`src/rtl/mem_access_unit.sv`:
```
// mem_access_unit: memory-stage responder for the pipelined 32-bit CPU.
// Takes decoded load/store controls from EX/MEM, runs each access on a
// ready/grant data bus, aligns and extends load data, and holds the pipeline
// stalled until the access completes, errors out, or times out.
module mem_access_unit #(
  parameter int TIMEOUT = 64,
  parameter int CNT_W   = 7
) (
  input  logic        clk,
  input  logic        rst_n,
  input  logic        i_mem_en,
  input  logic [3:0]  i_mem_read,
  input  logic [3:0]  i_mem_write,
  input  logic        i_mem_sign_ext,
  input  logic [31:0] i_addr,
  input  logic [31:0] i_wdata,
  output logic        o_stall,
  output logic [31:0] o_rdata,
  output logic        o_rdata_valid,
  output logic        o_err,
  output logic        o_bus_req,
  output logic        o_bus_we,
  output logic [3:0]  o_bus_be,
  output logic [31:0] o_bus_addr,
  output logic [31:0] o_bus_wdata,
  input  logic        i_bus_gnt,
  input  logic        i_bus_rvalid,
  input  logic [31:0] i_bus_rdata
);

  typedef enum logic [1:0] {S_IDLE, S_REQ, S_WAIT_R, S_RESP} state_t;

  state_t            r_state;
  logic [CNT_W-1:0]  r_cnt;
  logic [3:0]        r_mask;
  logic [1:0]        r_off;
  logic              r_sign;
  logic              r_bus_req;
  logic              r_bus_we;
  logic [3:0]        r_bus_be;
  logic [31:0]       r_bus_addr;
  logic [31:0]       r_bus_wdata;
  logic [31:0]       r_rdata;
  logic              r_rdata_valid;
  logic              r_err;

  logic [3:0]        w_mask;
  logic              w_access;
  logic              w_mask_ok;
  logic              w_both;
  logic              w_misalign;
  logic              w_illegal;
  logic [3:0]        w_be;
  logic [31:0]       w_wdata_rep;
  logic [31:0]       w_shift;
  logic [31:0]       w_load;
  logic              w_last;

  // Only one of the two masks may be set for a legal access, so OR-ing them
  // gives the access size regardless of direction.
  assign w_mask     = i_mem_read | i_mem_write;
  assign w_access   = i_mem_en & (|w_mask);
  assign w_mask_ok  = (w_mask == 4'b0001) | (w_mask == 4'b0011) | (w_mask == 4'b1111);
  assign w_both     = (|i_mem_read) & (|i_mem_write);
  assign w_misalign = ((w_mask == 4'b0011) & i_addr[0]) |
                      ((w_mask == 4'b1111) & (|i_addr[1:0]));
  assign w_illegal  = w_both | ~w_mask_ok | w_misalign;
  assign w_be       = w_mask << i_addr[1:0];
  assign w_shift    = i_bus_rdata >> {r_off, 3'b000};
  assign w_last     = (r_cnt == CNT_W'(TIMEOUT - 1));

  // Replicate store data into every lane so the byte enables pick the right one.
  always_comb begin
    w_wdata_rep = i_wdata;
    case (w_mask)
      4'b0001: w_wdata_rep = {4{i_wdata[7:0]}};
      4'b0011: w_wdata_rep = {2{i_wdata[15:0]}};
      default: w_wdata_rep = i_wdata;
    endcase
  end

  // Shift the addressed lane down and zero/sign extend to 32 bits.
  always_comb begin
    w_load = w_shift;
    case (r_mask)
      4'b0001: w_load = {{24{r_sign & w_shift[7]}}, w_shift[7:0]};
      4'b0011: w_load = {{16{r_sign & w_shift[15]}}, w_shift[15:0]};
      default: w_load = w_shift;
    endcase
  end

  // Stall whenever an access is starting or in flight; RESP releases the pipeline.
  always_comb begin
    o_stall = 1'b0;
    case (r_state)
      S_IDLE:   o_stall = w_access & rst_n;
      S_REQ:    o_stall = 1'b1;
      S_WAIT_R: o_stall = 1'b1;
      S_RESP:   o_stall = 1'b0;
      default:  o_stall = 1'b0;
    endcase
  end

  // Access FSM with registered bus and response outputs.
  always_ff @(posedge clk or negedge rst_n) begin
    if (!rst_n) begin
      r_state       <= S_IDLE;
      r_cnt         <= '0;
      r_mask        <= '0;
      r_off         <= '0;
      r_sign        <= 1'b0;
      r_bus_req     <= 1'b0;
      r_bus_we      <= 1'b0;
      r_bus_be      <= '0;
      r_bus_addr    <= '0;
      r_bus_wdata   <= '0;
      r_rdata       <= '0;
      r_rdata_valid <= 1'b0;
      r_err         <= 1'b0;
    end else begin
      r_rdata_valid <= 1'b0;
      r_err         <= 1'b0;
      case (r_state)
        S_IDLE: begin
          if (w_access) begin
            if (w_illegal) begin
              r_err   <= 1'b1;
              r_rdata <= '0;
              r_state <= S_RESP;
            end else begin
              r_mask      <= w_mask;
              r_off       <= i_addr[1:0];
              r_sign      <= i_mem_sign_ext;
              r_bus_we    <= |i_mem_write;
              r_bus_be    <= w_be;
              r_bus_addr  <= {i_addr[31:2], 2'b00};
              r_bus_wdata <= w_wdata_rep;
              r_bus_req   <= 1'b1;
              r_cnt       <= '0;
              r_state     <= S_REQ;
            end
          end
        end
        S_REQ: begin
          if (i_bus_gnt && r_bus_we) begin
            r_bus_req <= 1'b0;
            r_state   <= S_RESP;
          end else if (w_last) begin
            r_bus_req <= 1'b0;
            r_err     <= 1'b1;
            r_rdata   <= '0;
            r_state   <= S_RESP;
          end else begin
            r_cnt <= r_cnt + 1'b1;
            if (i_bus_gnt) begin
              r_bus_req <= 1'b0;
              r_state   <= S_WAIT_R;
            end
          end
        end
        S_WAIT_R: begin
          if (i_bus_rvalid) begin
            r_rdata       <= w_load;
            r_rdata_valid <= 1'b1;
            r_state       <= S_RESP;
          end else if (w_last) begin
            r_err   <= 1'b1;
            r_rdata <= '0;
            r_state <= S_RESP;
          end else begin
            r_cnt <= r_cnt + 1'b1;
          end
        end
        S_RESP: begin
          r_state <= S_IDLE;
        end
        default: r_state <= S_IDLE;
      endcase
    end
  end

  assign o_bus_req     = r_bus_req;
  assign o_bus_we      = r_bus_we;
  assign o_bus_be      = r_bus_be;
  assign o_bus_addr    = r_bus_addr;
  assign o_bus_wdata   = r_bus_wdata;
  assign o_rdata       = r_rdata;
  assign o_rdata_valid = r_rdata_valid;
  assign o_err         = r_err;

endmodule

```
`config.mk`:
```
export PLATFORM = sky130hd
export DESIGN_NAME = mem_access_unit
export DESIGN_NICKNAME = d
export VERILOG_FILES = /design/src/rtl/mem_access_unit.sv
export SDC_FILE = /design/constraint.sdc
export NUM_CORES = 1
export LEC_CHECK = 0
export BUFFER_PORTS_ARGS = -buffer_cell sky130_fd_sc_hd__buf_2
export CORE_ASPECT_RATIO = 1.5
export CORE_MARGIN = 3
export CORE_UTILIZATION = 54
export DETAILED_ROUTE_END_ITERATION = 6
export GPL_ROUTABILITY_DRIVEN = 1
export PLACE_DENSITY = 0.86
export SLEW_MARGIN = 20
export SYNTH_ARGS = -nofsm -noshare
export SYNTH_HDL_FRONTEND = slang
export SYNTH_SLANG_ARGS = --single-unit
export TNS_END_PERCENT = 10
```
`constraint.sdc`:
```
create_clock -name clk -period 4.1 [get_ports clk]
set_input_delay 0.41 -clock clk [delete_from_list [all_inputs] [get_ports clk]]
set_output_delay 0.41 -clock clk [all_outputs]
set_load 0.03 [all_outputs]
```
Word-level counts from Yosys, hierarchy flattened
Index checks and enable logic that the tools add are counted.
- output and inout bits: 105
- memory bits (writable): 0
- bits in registers: 118
- bits in latches: 0
- bits in read-only memories: 0
- memories kept: 0
- input bits: 110
- word-level logic and storage cells: 98
- bitwise gates (word level): 15
- multiplexer cells: 37
- multipliers: 0
- eq/ne operators: 16
- reduce and logical (&&, ||, !) cells: 14
- divide/modulo/power cells: 0
- $add $sub $neg: 1
- magnitude comparators: 0
- shift operators: 2
- operators by type and width (cell ; number):
    $mux 32 ; 5
    $pmux 32 s2 ; 2
    $pmux 32 s3 ; 1
    $mux 7 ; 5
    $shr 32x5->32 ; 1
    $pmux 7 s3 ; 1
    $mux 2 ; 7
    $mux 1 ; 12
    $reduce_or 4->1 ; 3
    $ne 2x2->1 const B ; 5
    $eq 4x1->1 const B ; 2
    $eq 4x2->1 const B ; 2
    $pmux 2 s4 ; 1
    $reduce_and 4->1 ; 2
    $add 7x1->7 const B ; 1
    $and 1x1->1 ; 7
    $eq 7x6->1 const B ; 1
    $pmux 1 s3 ; 2
    $reduce_and 3->1 ; 2
    $or 1x1->1 ; 5
    $reduce_and 5->1 ; 1
    $eq 2x2->1 const B ; 2
    $eq 4x4->1 const B ; 1
    $ne 4x4->1 const B ; 1
    11 further kinds ; 13

Longest topological paths before layout
- depth in word-level cells: 10
- gate-level depth with buffers: 8
- mapped depth without buffers: 7

Least setup slack after synthesis
No wires, ideal clock.
- path type: reg-to-reg
- from: reg r_state[0]
- to: reg r_cnt[2]
- slack: 2.066 ns
- period minus slack after synthesis: 2.034 ns
- library setup time: 0.124 ns
- cell stages (with the launch flop): 7
- data required time: 3.976 ns
- buffers on the path: 1
- arrival: 1.910 ns
- cell sequence: dfrtp_1 inv_1 ha_1 clkbuf_1 a221o_1 a211o_1 a211o_1
- word-level cells in the longest chain between the ends: 3
- elaborated cells on any way between the ends: 10
- classes of those cells: 6 x eq/ne; 1 x mux; 3 x reduce/logical
- ends and longest elaborated chain (element ; RTL line ; RTL):
    start: declaration ; 33 ; state_t r_state;
    start signal: assignment ; 107 ; r_state <= S_IDLE;
    start signal: assignment ; 129 ; r_state <= S_RESP;
    start signal: assignment ; 140 ; r_state <= S_REQ;
    $eq 2x1->1 (tied with other cells) ; 123 ; case (r_state)
    $ne 2x2->1 (no source line) / $reduce_bool 3->1 (equally long branches) ; - ;
    $reduce_and 5->1 (no source line) ; - ;
    end signal: assignment ; 154 ; r_cnt <= r_cnt + 1'b1;
    end signal: assignment ; 171 ; r_cnt <= r_cnt + 1'b1;
    end: declaration ; 34 ; logic [CNT_W-1:0] r_cnt;
Several ways; a longest one is shown, not always the timed one.
A chain may end at the register's enable or synchronous reset.

Final worst setup path
- from: reg r_state[1]
- to: reg r_bus_wdata[5] (netlist: o_bus_wdata[5])
- word-level cells in the longest chain between the ends: 2
- ends and longest elaborated chain (element ; RTL line ; RTL):
    $logic_not 2->1 ; 123 ;
    $reduce_and 3->1 (no source line) ; - ;
    end signal: assignment ; 137 ; r_bus_wdata <= w_wdata_rep;
    end: declaration ; 42 ; logic [31:0] r_bus_wdata;
Every way passes these cells.

==> results.md <==
- Run status: finished, final reports clean
- EDFF count, synth: 0
- Unrepaired setup endpoints after global routing: no
- Total number of vias: 5136
- Max-cap violation count: 0
- Fillers: 696
- Largest net degree at the start of global routing: 84
- Final number of max-transition violations: 0
- Core Rows: 45
- Antenna Cells: 0
- Total GRT Usage: 26.12%
- Power density over cell area: 639.8 nW/µm²
- Antenna Violating Nets Remaining: 0
- Fin cells: 888
- Clk pwr share: 27.4%
- Hold violation count in the final report: 0
- Reg2Reg Setup Slack: 1.47 ns
- Port bufs: 212
- Leading register cell type out of synthesis: sky130_fd_sc_hd__dfrtp_1
- Fin Clk Skew: 0.01181 ns
- Rel. slew slack: 36.87%
- Ys Warns: 0
- Syn-to-layout area delta: 28.63%
- Flops & latches, synth: 118
- Most frequent standard cell in the layout excluding fill and tap cells: sky130_fd_sc_hd__buf_2
- Post-synthesis async set-or-reset flop share: 100.0%
- Clock tree from TritonCTS: yes
- Die footprint: 12100 µm²
- Minimum clock period after layout: 2.626 ns
- Fraction of layout instances using a drive strength above 1: 41.10%
- Post-synthesis average cell area: 10.94 µm²
- Root Driver: sky130_fd_sc_hd__clkbuf_16
- Violation count after the first detailed-routing iteration: 324
- Crit path launch type: flop
- Worst hold path depth: 2
- Wire length of the first global-routing pass: 25.30 mm
- NumNets Final: 850
- Proportion of total power due to net switching: 40.55%
- Required time of the critical path: 4.39 ns
- Number of library cell types mapped by synthesis: 55
- Critical register-to-register path startpoint: r_state[1]
- Commonest non-fill, non-tap cells in the layout: sky130_fd_sc_hd__buf_2, sky130_fd_sc_hd__dfrtp_1, sky130_fd_sc_hd__nand2_1
- Clk pin slew, worst setup/hold paths: 0.06 ns
- Chip Height: 133.3 µm
- Number of setup violations in the final report: 0
- Setup Crit Path Kind: reg -> reg
- Max rail drop VDD: 318.2 µV
- Final HPWL DP: 11.40 mm
- Initial antenna violation count: 0
- Maximum level of the CTS H-tree: 4
- Detail-routed net length per standard cell: 17.79 µm
- Final setup margin: 1.474 ns
- TritonCTS Sinks: 118
- Total power consumption of the routed design: 4.797 mW
- Endpoint, Worst Hold: o_bus_addr[15]
- Startpoint of the worst setup timing path: r_state[1]
- Number of vias per cell after detailed routing: 5.784
- Number of global-route vias before repair: 5215
- Maximum clock rate: 0.3808 GHz
- Lkg Pwr: 4.089 nW
- Worst Hold Class: in -> reg
- Overall die width: 90.84 µm
- Synth Cell Area: 5829 µm²
- Placed cell count: 855
- Sequential area share after synthesis: 50.65%
- WL final: 15.80 mm
- Nature of the critical path endpoint: flop
- Starting Density: 56.58%
- Post-route setup TNS: 0 ns
- Latest clock arrival within the worst-skew pair: 0.41 ns
- Worst Reg-to-Reg Cells: 6
- Number of DRC violations after detailed routing: 0
- Share of power burned in registers: 34.4%
- Internal power of the cells: 2.852 mW
- Combinational cell fraction of total power: 38.3%
- Post-Place Worst Slack: 1.162 ns
- Slew at the pin closest to its max-slew limit: 0.9470 ns
- Core box area: 10300 µm²
- Capture point of the worst reg-to-reg path: o_bus_wdata[5]
- CP Max Fanout: 70
- Overall overflow remaining after global route: 0
- CP Data Arrival Time: 2.92 ns
- Switching power total: 1.946 mW
- Ratio of final minimum period to clock period: 64.04%
- Bufs on Longest Clock Path: 2
- DRT Pass-1 Iters: 5
- Number of primary I/O pins: 215
- Start point of the worst hold path: i_addr[15]
- Clock buffers created by TritonCTS: 17
- Post-synthesis instance total: 533
- Final weighted congestion of routability-driven global placement: 0.9234
- Worst hold-check slack: 0.2271 ns
-- registers in the layout, indices dropped and copies added, names as in the netlist --
register / cells
o_err: 1
r_cnt: 7
r_state: 2
o_bus_req: 1
o_bus_wdata: 32
o_rdata_valid: 1
o_rdata: 32
o_bus_we: 1
r_off: 2
r_mask: 4
o_bus_be: 4
o_bus_addr: 30
r_sign: 1
-- through the flow --
step                      utilization [%]  cell area [µm²]
after global placement              67.38             6943
after global routing                72.77             7498
after CTS                           72.67             7487
after detailed placement            67.38             6943
final                               72.77             7498
after floorplan                         -             5833
-- routing by layer --
layer | GRT usage (%) | share of wire [%] | wire length (µm)
met2 | 44.90 | 51 | 8111
met4 | 11.91 | 2.5 | 398
met1 | 29.60 | 37 | 5831
met3 | 8.305 | 9.2 | 1459
met5 | 0 | 0 | 0
-- layout make-up --
cell class	count	area (µm²)	share of cell area (%)
clock buffers	18	429.2	5.723
well taps	141	176.4	2.353
flip-flops and latches	118	2954	39.40
inverters	9	33.78	0.4505
multi-input cells	369	2678	35.71
clock inverters	14	105.1	1.402
repair buffers	219	1122	14.97
-- kinds of logic (layout without fill, tap and decap cells) --
logic type	count (synthesis)	count (layout)	share of synthesized area, %
compound gates	166	166	19.55
simple gates	114	114	9.637
other cells	1	2	0.06433
buf+inv	47	260	3.799
mux	80	80	14.85
fa+ha+maj	6	6	1.288
xor+xnor	1	1	0.1503
flops	118	118	50.65
-- synth_stat cells, types with 11 or more instances --
cell type / n / area share (%)
sky130_fd_sc_hd__mux2i_1: 37 / 6.4
sky130_fd_sc_hd__a21oi_1: 31 / 2.7
sky130_fd_sc_hd__o21ai_0: 58 / 5.0
sky130_fd_sc_hd__a21o_1: 11 / 1.4
sky130_fd_sc_hd__nor2_1: 13 / 0.84
sky130_fd_sc_hd__nand2_1: 59 / 3.8
sky130_fd_sc_hd__mux2_2: 42 / 8.1
sky130_fd_sc_hd__a22o_1: 19 / 2.9
sky130_fd_sc_hd__clkbuf_1: 18 / 1.2
sky130_fd_sc_hd__a211o_1: 11 / 1.7
sky130_fd_sc_hd__buf_2: 12 / 1.0
sky130_fd_sc_hd__dfrtp_1: 118 / 51
-- timing repair --
| item | in CTS | in global routing |
|---|---|---|
| hold buffers | 1 | 0 |
| gates resized for setup | 0 | 0 |
| setup buffers | 0 | 0 |
| hold endpoints to repair | 35 | 0 |
-- worst max-delay path by stage --
| stage | to | slack [ns] |
|---|---|---|
| after floorplan | r_cnt[2] | 2.07 |
| after global placement | o_bus_wdata[5] | 1.28 |
| after detailed placement | o_bus_wdata[5] | 1.16 |
| after CTS | o_rdata[28] | 1.33 |
| after global routing | o_bus_wdata[5] | 1.28 |
| final | o_bus_wdata[5] | 1.47 |
-- worst max-delay path, stage by stage, from the launching register on --
cell and delay [ns]:
sky130_fd_sc_hd__dfrtp_1 0.40, sky130_fd_sc_hd__inv_1 0.16, sky130_fd_sc_hd__ha_1 0.24, sky130_fd_sc_hd__and4_1 0.28, sky130_fd_sc_hd__nand3_4 0.64, sky130_fd_sc_hd__buf_4 0.48
sky130_fd_sc_hd__mux2_2 0.29
-- power groups by stage --
stage | sequential (mW) | combinational [mW] | clock, mW
after floorplan | 2.11 | 0.810 | 0
after global placement | 1.65 | 1.79 | 0
after detailed placement | 1.66 | 1.83 | 0
after CTS | 1.64 | 1.84 | 1.33
after global routing | 1.68 | 1.96 | 1.39
final | 1.65 | 1.84 | 1.31
No activity file was read; power rests on OpenSTA's default activity.
